## config.mk

```make
export PLATFORM = sky130hd
export DESIGN_NAME = alu_op_sequencer_flat
export DESIGN_NICKNAME = d
export VERILOG_FILES = /design/src/rtl/alu_op_sequencer_if.sv /design/src/rtl/alu_op_sequencer.sv /design/src/flat_wrapper.sv
export SDC_FILE = /design/constraint.sdc
export NUM_CORES = 1
export LEC_CHECK = 0
export BUFFER_PORTS_ARGS = -buffer_cell sky130_fd_sc_hd__buf_2
export CAP_MARGIN = 20
export CORE_ASPECT_RATIO = 0.7
export CORE_MARGIN = 4
export CORE_UTILIZATION = 25
export CTS_BUF_LIST = sky130_fd_sc_hd__clkbuf_2
export CTS_CLUSTER_DIAMETER = 120
export DETAILED_ROUTE_END_ITERATION = 12
export GPL_TIMING_DRIVEN = 0
export MAX_ROUTING_LAYER = met4
export PLACE_DENSITY_LB_ADDON = 0.08
export SETUP_SLACK_MARGIN = 0.1
export SYNTH_ARGS = -nofsm -noshare
export SYNTH_HDL_FRONTEND = slang
export SYNTH_SLANG_ARGS = --single-unit
```

## constraint.sdc

```tcl
create_clock -name clk -period 4.05 [get_ports clk]
set_input_delay 0.6075 -clock clk [delete_from_list [all_inputs] [get_ports clk]]
set_output_delay 0.6075 -clock clk [all_outputs]
set_load 0.05 [all_outputs]
```

## src/rtl/alu_op_sequencer_if.sv

```systemverilog
// Request/issue bundle between the issuing stage and the datapath sequencer; master issues, slave sequences.
// Purely wiring: no latency; backpressure carried by req_ready.
interface alu_op_sequencer_if #(
    parameter int FUNCT_W = 6
);
    logic               req_valid;
    logic [FUNCT_W-1:0] req_funct;
    logic               req_ready;
    logic               abort;
    logic [FUNCT_W-1:0] op_sel;
    logic               op_valid;
    logic               div_start;
    logic               div_busy;
    logic               hilo_we;
    logic               done_valid;
    logic [FUNCT_W-1:0] done_funct;
    logic               done_err;

    modport master (
        output req_valid, req_funct, abort,
        input  req_ready, op_sel, op_valid, div_start, div_busy, hilo_we,
               done_valid, done_funct, done_err
    );

    modport slave (
        input  req_valid, req_funct, abort,
        output req_ready, op_sel, op_valid, div_start, div_busy, hilo_we,
               done_valid, done_funct, done_err
    );
endinterface

```

## src/rtl/alu_op_sequencer.sv

```systemverilog
// Owns ALU/SHT/DIV/HiLo timing: single-cycle ops issue 1 cycle after accept, DIVU runs DIV_CYCLES then a HiLo writeback.
// Backpressure: req_ready drops for the whole divider run; it is high in IDLE and in the writeback cycle.
module alu_op_sequencer #(
    parameter int                 FUNCT_W      = 6,
    parameter int                 DIV_CYCLES   = 32,
    parameter logic [FUNCT_W-1:0] HILO_WB_CODE = {FUNCT_W{1'b1}}
) (
    input  logic               clk,
    input  logic               rst_n,
    alu_op_sequencer_if.slave  bus
);
    localparam int CNT_W = $clog2(DIV_CYCLES + 1);

    localparam logic [FUNCT_W-1:0] F_SLL  = FUNCT_W'(0);
    localparam logic [FUNCT_W-1:0] F_MFHI = FUNCT_W'(16);
    localparam logic [FUNCT_W-1:0] F_MFLO = FUNCT_W'(18);
    localparam logic [FUNCT_W-1:0] F_DIVU = FUNCT_W'(27);
    localparam logic [FUNCT_W-1:0] F_ADD  = FUNCT_W'(32);
    localparam logic [FUNCT_W-1:0] F_SUB  = FUNCT_W'(34);
    localparam logic [FUNCT_W-1:0] F_AND  = FUNCT_W'(36);
    localparam logic [FUNCT_W-1:0] F_OR   = FUNCT_W'(37);
    localparam logic [FUNCT_W-1:0] F_SLT  = FUNCT_W'(42);

    typedef enum logic [1:0] {IDLE, DIV_RUN, DIV_WB} state_t;

    state_t             state_q;
    logic [CNT_W-1:0]   cnt_q;
    logic [FUNCT_W-1:0] op_sel_q;
    logic               op_valid_q;
    logic               div_start_q;
    logic               div_busy_q;
    logic               hilo_we_q;
    logic               done_valid_q;
    logic [FUNCT_W-1:0] done_funct_q;
    logic               done_err_q;

    logic accept;
    logic is_single;
    logic is_divu;

    // Gated by rst_n so the issuing stage sees no ready while held in reset.
    assign bus.req_ready = rst_n && (state_q != DIV_RUN);
    assign accept        = bus.req_valid && bus.req_ready;
    assign is_divu       = (bus.req_funct == F_DIVU);

    always_comb begin
        is_single = 1'b0;
        case (bus.req_funct)
            F_AND, F_OR, F_ADD, F_SUB, F_SLT, F_SLL, F_MFHI, F_MFLO: is_single = 1'b1;
            default: is_single = 1'b0;
        endcase
    end

    always_ff @(posedge clk or negedge rst_n) begin
        if (!rst_n) begin
            state_q      <= IDLE;
            cnt_q        <= '0;
            op_sel_q     <= '0;
            op_valid_q   <= 1'b0;
            div_start_q  <= 1'b0;
            div_busy_q   <= 1'b0;
            hilo_we_q    <= 1'b0;
            done_valid_q <= 1'b0;
            done_funct_q <= '0;
            done_err_q   <= 1'b0;
        end else begin
            div_start_q  <= 1'b0;
            hilo_we_q    <= 1'b0;
            done_valid_q <= 1'b0;
            done_err_q   <= 1'b0;
            case (state_q)
                DIV_RUN: begin
                    if (bus.abort) begin
                        state_q      <= IDLE;
                        cnt_q        <= '0;
                        op_valid_q   <= 1'b0;
                        div_busy_q   <= 1'b0;
                        done_valid_q <= 1'b1;
                        done_funct_q <= F_DIVU;
                        done_err_q   <= 1'b1;
                    end else if (cnt_q == CNT_W'(DIV_CYCLES)) begin
                        state_q      <= DIV_WB;
                        cnt_q        <= '0;
                        op_sel_q     <= HILO_WB_CODE;
                        op_valid_q   <= 1'b1;
                        div_busy_q   <= 1'b1;
                        hilo_we_q    <= 1'b1;
                        done_valid_q <= 1'b1;
                        done_funct_q <= F_DIVU;
                    end else begin
                        cnt_q <= cnt_q + CNT_W'(1);
                    end
                end
                // IDLE and DIV_WB both accept; the writeback cycle behaves like IDLE for the next request.
                default: begin
                    state_q    <= IDLE;
                    cnt_q      <= '0;
                    op_valid_q <= 1'b0;
                    div_busy_q <= 1'b0;
                    if (accept) begin
                        if (is_divu) begin
                            state_q     <= DIV_RUN;
                            cnt_q       <= CNT_W'(1);
                            op_sel_q    <= F_DIVU;
                            op_valid_q  <= 1'b1;
                            div_busy_q  <= 1'b1;
                            div_start_q <= 1'b1;
                        end else if (is_single) begin
                            op_sel_q     <= bus.req_funct;
                            op_valid_q   <= 1'b1;
                            done_valid_q <= 1'b1;
                            done_funct_q <= bus.req_funct;
                        end else begin
                            done_valid_q <= 1'b1;
                            done_funct_q <= bus.req_funct;
                            done_err_q   <= 1'b1;
                        end
                    end
                end
            endcase
        end
    end

    assign bus.op_sel     = op_sel_q;
    assign bus.op_valid   = op_valid_q;
    assign bus.div_start  = div_start_q;
    assign bus.div_busy   = div_busy_q;
    assign bus.hilo_we    = hilo_we_q;
    assign bus.done_valid = done_valid_q;
    assign bus.done_funct = done_funct_q;
    assign bus.done_err   = done_err_q;
endmodule

```

## src/flat_wrapper.sv

```systemverilog
// flat-port wrapper written by rule: the top's interface ports become plain ports
module alu_op_sequencer_flat 
#(
    parameter int                 FUNCT_W      = 6,
    parameter int                 DIV_CYCLES   = 32,
    parameter logic [FUNCT_W-1:0] HILO_WB_CODE = {FUNCT_W{1'b1}}
)
  (clk, rst_n, bus_req_valid, bus_req_funct, bus_abort, bus_req_ready, bus_op_sel, bus_op_valid, bus_div_start, bus_div_busy, bus_hilo_we, bus_done_valid, bus_done_funct, bus_done_err);
  alu_op_sequencer_if #(.FUNCT_W(FUNCT_W)) bus_i ();
  input  logic clk;
  input  logic rst_n;
  input wire logic [$bits(bus_i.req_valid)-1:0] bus_req_valid;
  input wire logic [$bits(bus_i.req_funct)-1:0] bus_req_funct;
  input wire logic [$bits(bus_i.abort)-1:0] bus_abort;
  output wire logic [$bits(bus_i.req_ready)-1:0] bus_req_ready;
  output wire logic [$bits(bus_i.op_sel)-1:0] bus_op_sel;
  output wire logic [$bits(bus_i.op_valid)-1:0] bus_op_valid;
  output wire logic [$bits(bus_i.div_start)-1:0] bus_div_start;
  output wire logic [$bits(bus_i.div_busy)-1:0] bus_div_busy;
  output wire logic [$bits(bus_i.hilo_we)-1:0] bus_hilo_we;
  output wire logic [$bits(bus_i.done_valid)-1:0] bus_done_valid;
  output wire logic [$bits(bus_i.done_funct)-1:0] bus_done_funct;
  output wire logic [$bits(bus_i.done_err)-1:0] bus_done_err;
  assign bus_i.req_valid = bus_req_valid;
  assign bus_i.req_funct = bus_req_funct;
  assign bus_i.abort = bus_abort;
  assign bus_req_ready = bus_i.req_ready;
  assign bus_op_sel = bus_i.op_sel;
  assign bus_op_valid = bus_i.op_valid;
  assign bus_div_start = bus_i.div_start;
  assign bus_div_busy = bus_i.div_busy;
  assign bus_hilo_we = bus_i.hilo_we;
  assign bus_done_valid = bus_i.done_valid;
  assign bus_done_funct = bus_i.done_funct;
  assign bus_done_err = bus_i.done_err;
  alu_op_sequencer #(.FUNCT_W(FUNCT_W), .DIV_CYCLES(DIV_CYCLES), .HILO_WB_CODE(HILO_WB_CODE)) u_core (.clk(clk), .rst_n(rst_n), .bus(bus_i));
endmodule
```

==> qor.yml <==
status: "complete, no violations"
gr-total-overflow: 0
r2r_slack_ns: 2.20
clkPwrFrac_pct: 16.1
cts.sinks: 26
yosys_most_used_dff: "dfrtp_1"
cp_slowest_cell: "buf_2"
cts_buffer_depth: 2
p_per_area_nw_per_um2: 412.4
synth_top_family_by_area: "simple AND/OR/NAND/NOR gates"
worstSkewPairLatency_ns: 0.35
muxShareOfSynthArea_pct: 9.269
synthAdderAreaFrac_pct: 2.060
ys_types: 29
async_flop_share_pct: 100.0
synth_edf_count: 0
netSwitchingFraction_pct: 40.23
synthXorXnorAreaFrac_pct: 2.884
crit_required_ns: 3.44
worstMarginPinSlew_ns: 0.7167
finalNonFillerCells: 199
setup_tns_ns: 0
wl_per_cell_um: 14.10
fp.dieW_um: 91.32
grt_usage_pct: 10.09
finalSetupViolCount: 0
antenna_found_initial: 0
clk_pin_slew_ns: 0.23
p_leak_nw: 0.7196
grt_max_degree: 29
grt_setup_unrepaired: "false"
ctsResizeCount: 0
syn_area_um2: 1215
intPower_w: 0.0003546
cp.arrival_ns: 1.59
finalWorstSetupSlack_ns: 1.854
synth-compound-area-share_pct: 6.797
final_layout_size_suffix_gt1_share_pct: 28.47
period_share_pct: 54.22
period_minus_slack_ns: 2.196
root_buffer: "clkbuf_2"
ir_drop_mv: 0.1883
antenna_cells: 0
finalMaxSlewViolations: 0
yosys-top-cells-count: "26 x dfrtp_1, 18 x nor2_1, 14 x inv_1, 9 x mux2i_1"
antenna_left: 0
drc: 0
die_area_um2: 6057
yosysTopAreaCell: "dfrtp_1"
cts_tree: "done"
combPwrFrac_pct: 33.0
slowest_delay_ns: 0.49
dp_hpwl_mm: 2.139
power_switching_w: 0.0002387
maxCapViolCount: 0
nNetsFinal: 158
syn_avg_cell_area_um2: 10.75
dieHeight_um: 66.33
worst-setup-path-type: "primary input to output pin"
path_buf_inv: 2
cts_made_buffers: 3
gp_congestion: 0.7589
num-fill-cells: 473
crit_path_end_kind: "output pin"
core-area_um2: 4504
start_util_pct: 26.97
syn_nets: 125
worstSetupStartpointType: "primary input"
yosys_warnings: 0
grt_first_pass_wirelength_mm: 4.616
pwr-share-seq_pct: 50.8
grt_pass1_vias: 942
ctsHtreeMaxLevel: 1
drt_iter0_drc: 23
vias: 895
path_depth: 3
cts_hold_buf: 0
avgViaCountPerCell: 4.497
cp_top_family: "buffers and inverters"
drt-pass1-iter-count: 4
post_cts_buffers: 0
yosys.area_share.simple_pct: 19.57
path_max_fanout: 28
hold_path_class: "primary input to async pin"
fin_skew_ns: 0.002071
synth_area_leaders: "dfrtp_1 54%, mux2i_1 7.4%, nor2_1 5.6%, inv_1 4.3%, nand4bb_4 2.3%"
port_buffers: 28
cpMostUsedCell: "buf_2"
synth_top_area_share_pct: 53.55
yosysMostFrequentCell: "dfrtp_1"
syn_inst: 113
place_inst: 196
path_cells: "buf_2, and2_1, buf_2"
pin_count: 29
ys_seq_area_share_pct: 53.55
reg2reg_depth: 6
dp_worst_setup_slack_ns: 1.696
finalHoldViolCount: 0
clock.fmax_mhz: 455.4
ys_ff_latch: 26
area_delta_synth_final_pct: 18.43
maxSlewHeadroom_pct: 51.82
drt_wl_total_mm: 2.805
placementRows: 20
state kept, by name, summed over array words and instances, names as in the netlist:
name and cells:
u_core.bus.div_busy 1, u_core.bus.div_start 1, u_core.bus.done_err 1, u_core.bus.done_funct 6, u_core.bus.done_valid 1, u_core.bus.hilo_we 1
u_core.bus.op_sel 6, u_core.bus.op_valid 1, u_core.cnt_q 6, u_core.state_q 2
routing by layer:
| layer | track usage (%) | vias to the layer above | share of wire (%) |
|---|---|---|---|
| li1 | - | 435 | - |
| met1 | 13.37 | 437 | 51 |
| met2 | 14.94 | 21 | 43 |
| met3 | 3.754 | 2 | 5.1 |
| met4 | 1.692 | 0 | 0.46 |
| met5 | - | - | 0 |
power groups by stage:
| stage | clock, W | combinational [W] | sequential, W |
|---|---|---|---|
| after floorplan | 0 | 0.0000398 | 0.000410 |
| after global routing | 0.000113 | 0.000210 | 0.000307 |
| after detailed placement | 0 | 0.000198 | 0.000307 |
| after CTS | 0.000102 | 0.000199 | 0.000303 |
| final | 0.0000957 | 0.000196 | 0.000302 |
| after global placement | 0 | 0.000196 | 0.000306 |
metrics by stage:
stage | util [%] | cell area, um2 | power, W | hold WS (ns)
CTS | 31.94 | 1439 | 0.0006030 | 0.2314
floorplan | - | 1215 | 0.0004496 | 0.3119
detailed placement | 31.61 | 1424 | 0.0005050 | 0.4758
global placement | 31.61 | 1424 | 0.0005017 | 0.4781
finish | 31.94 | 1439 | 0.0005933 | 0.2280
global route | 31.94 | 1439 | 0.0006303 | 0.2361
final timing paths:
| check | from | to |
|---|---|---|
| setup / recovery | rst_n | bus_req_ready |
| hold / removal | rst_n | u_core.cnt_q[1] |
| setup reg to reg | u_core.cnt_q[1] | u_core.bus.done_funct[3] |
| hold reg to reg | u_core.bus.done_funct[5] | u_core.bus.done_funct[5] |
| max in group asynchronous | rst_n | u_core.bus.op_sel[4] |
| min in group clk | bus_abort | u_core.state_q[1] |
worst reg2reg max path: stages, from the launching register on:
cell and delay [ns]:
dfrtp_1 0.46, inv_1 0.07, ha_1 0.18, nand4bb_4 0.15, o21ai_2 0.36, o21ai_2 0.24
mux2_2 0.32
cell type report:
class | count | area, um2 | share of cell area, %
Timing Repair Buffer | 28 | 140.1 | 9.739
Clock buffer | 3 | 15.01 | 1.043
Sequential cell | 26 | 650.6 | 45.22
Tap cell | 55 | 68.82 | 4.783
Buffer | 3 | 18.77 | 1.304
Inverter | 14 | 52.55 | 3.652
Multi-Input combinational cell | 70 | 493.0 | 34.26
cells by family (layout without fill, tap and decap cells):
| group | after synthesis | count (layout) |
|---|---|---|
| compound gates | 11 | 11 |
| mux | 11 | 11 |
| flops | 26 | 26 |
| simple gates | 42 | 42 |
| buf+inv | 17 | 48 |
| xor+xnor | 4 | 4 |
| fa+ha+maj | 2 | 2 |
cell usage in the layout, fill, tap and decap left out:
| cell type | count |
|---|---|
| nor2b_1 | 2 |
| nor4_2 | 1 |
| a22o_1 | 1 |
| buf_2 | 28 |
| nand3_1 | 5 |
| xor2_1 | 2 |
| o21a_1 | 1 |
| and4_1 | 1 |
| ha_1 | 2 |
| dfrtp_1 | 26 |
| nor3_1 | 1 |
| and4b_4 | 1 |
| a21bo_2 | 2 |
| o21ai_2 | 2 |
| nand2b_1 | 2 |
| buf_6 | 1 |
| a21oi_1 | 1 |
| xnor2_1 | 2 |
| nor2_1 | 18 |
| inv_1 | 14 |
| nor3b_1 | 2 |
| nand4bb_4 | 1 |
| o21ai_0 | 3 |
| nor4_1 | 2 |
| clkbuf_2 | 3 |
| and2_1 | 1 |
| o31a_1 | 1 |
| clkbuf_1 | 2 |
| mux2i_1 | 9 |
| nand2_1 | 5 |
| mux2_2 | 2 |
Power figures use the tool's default switching activity.
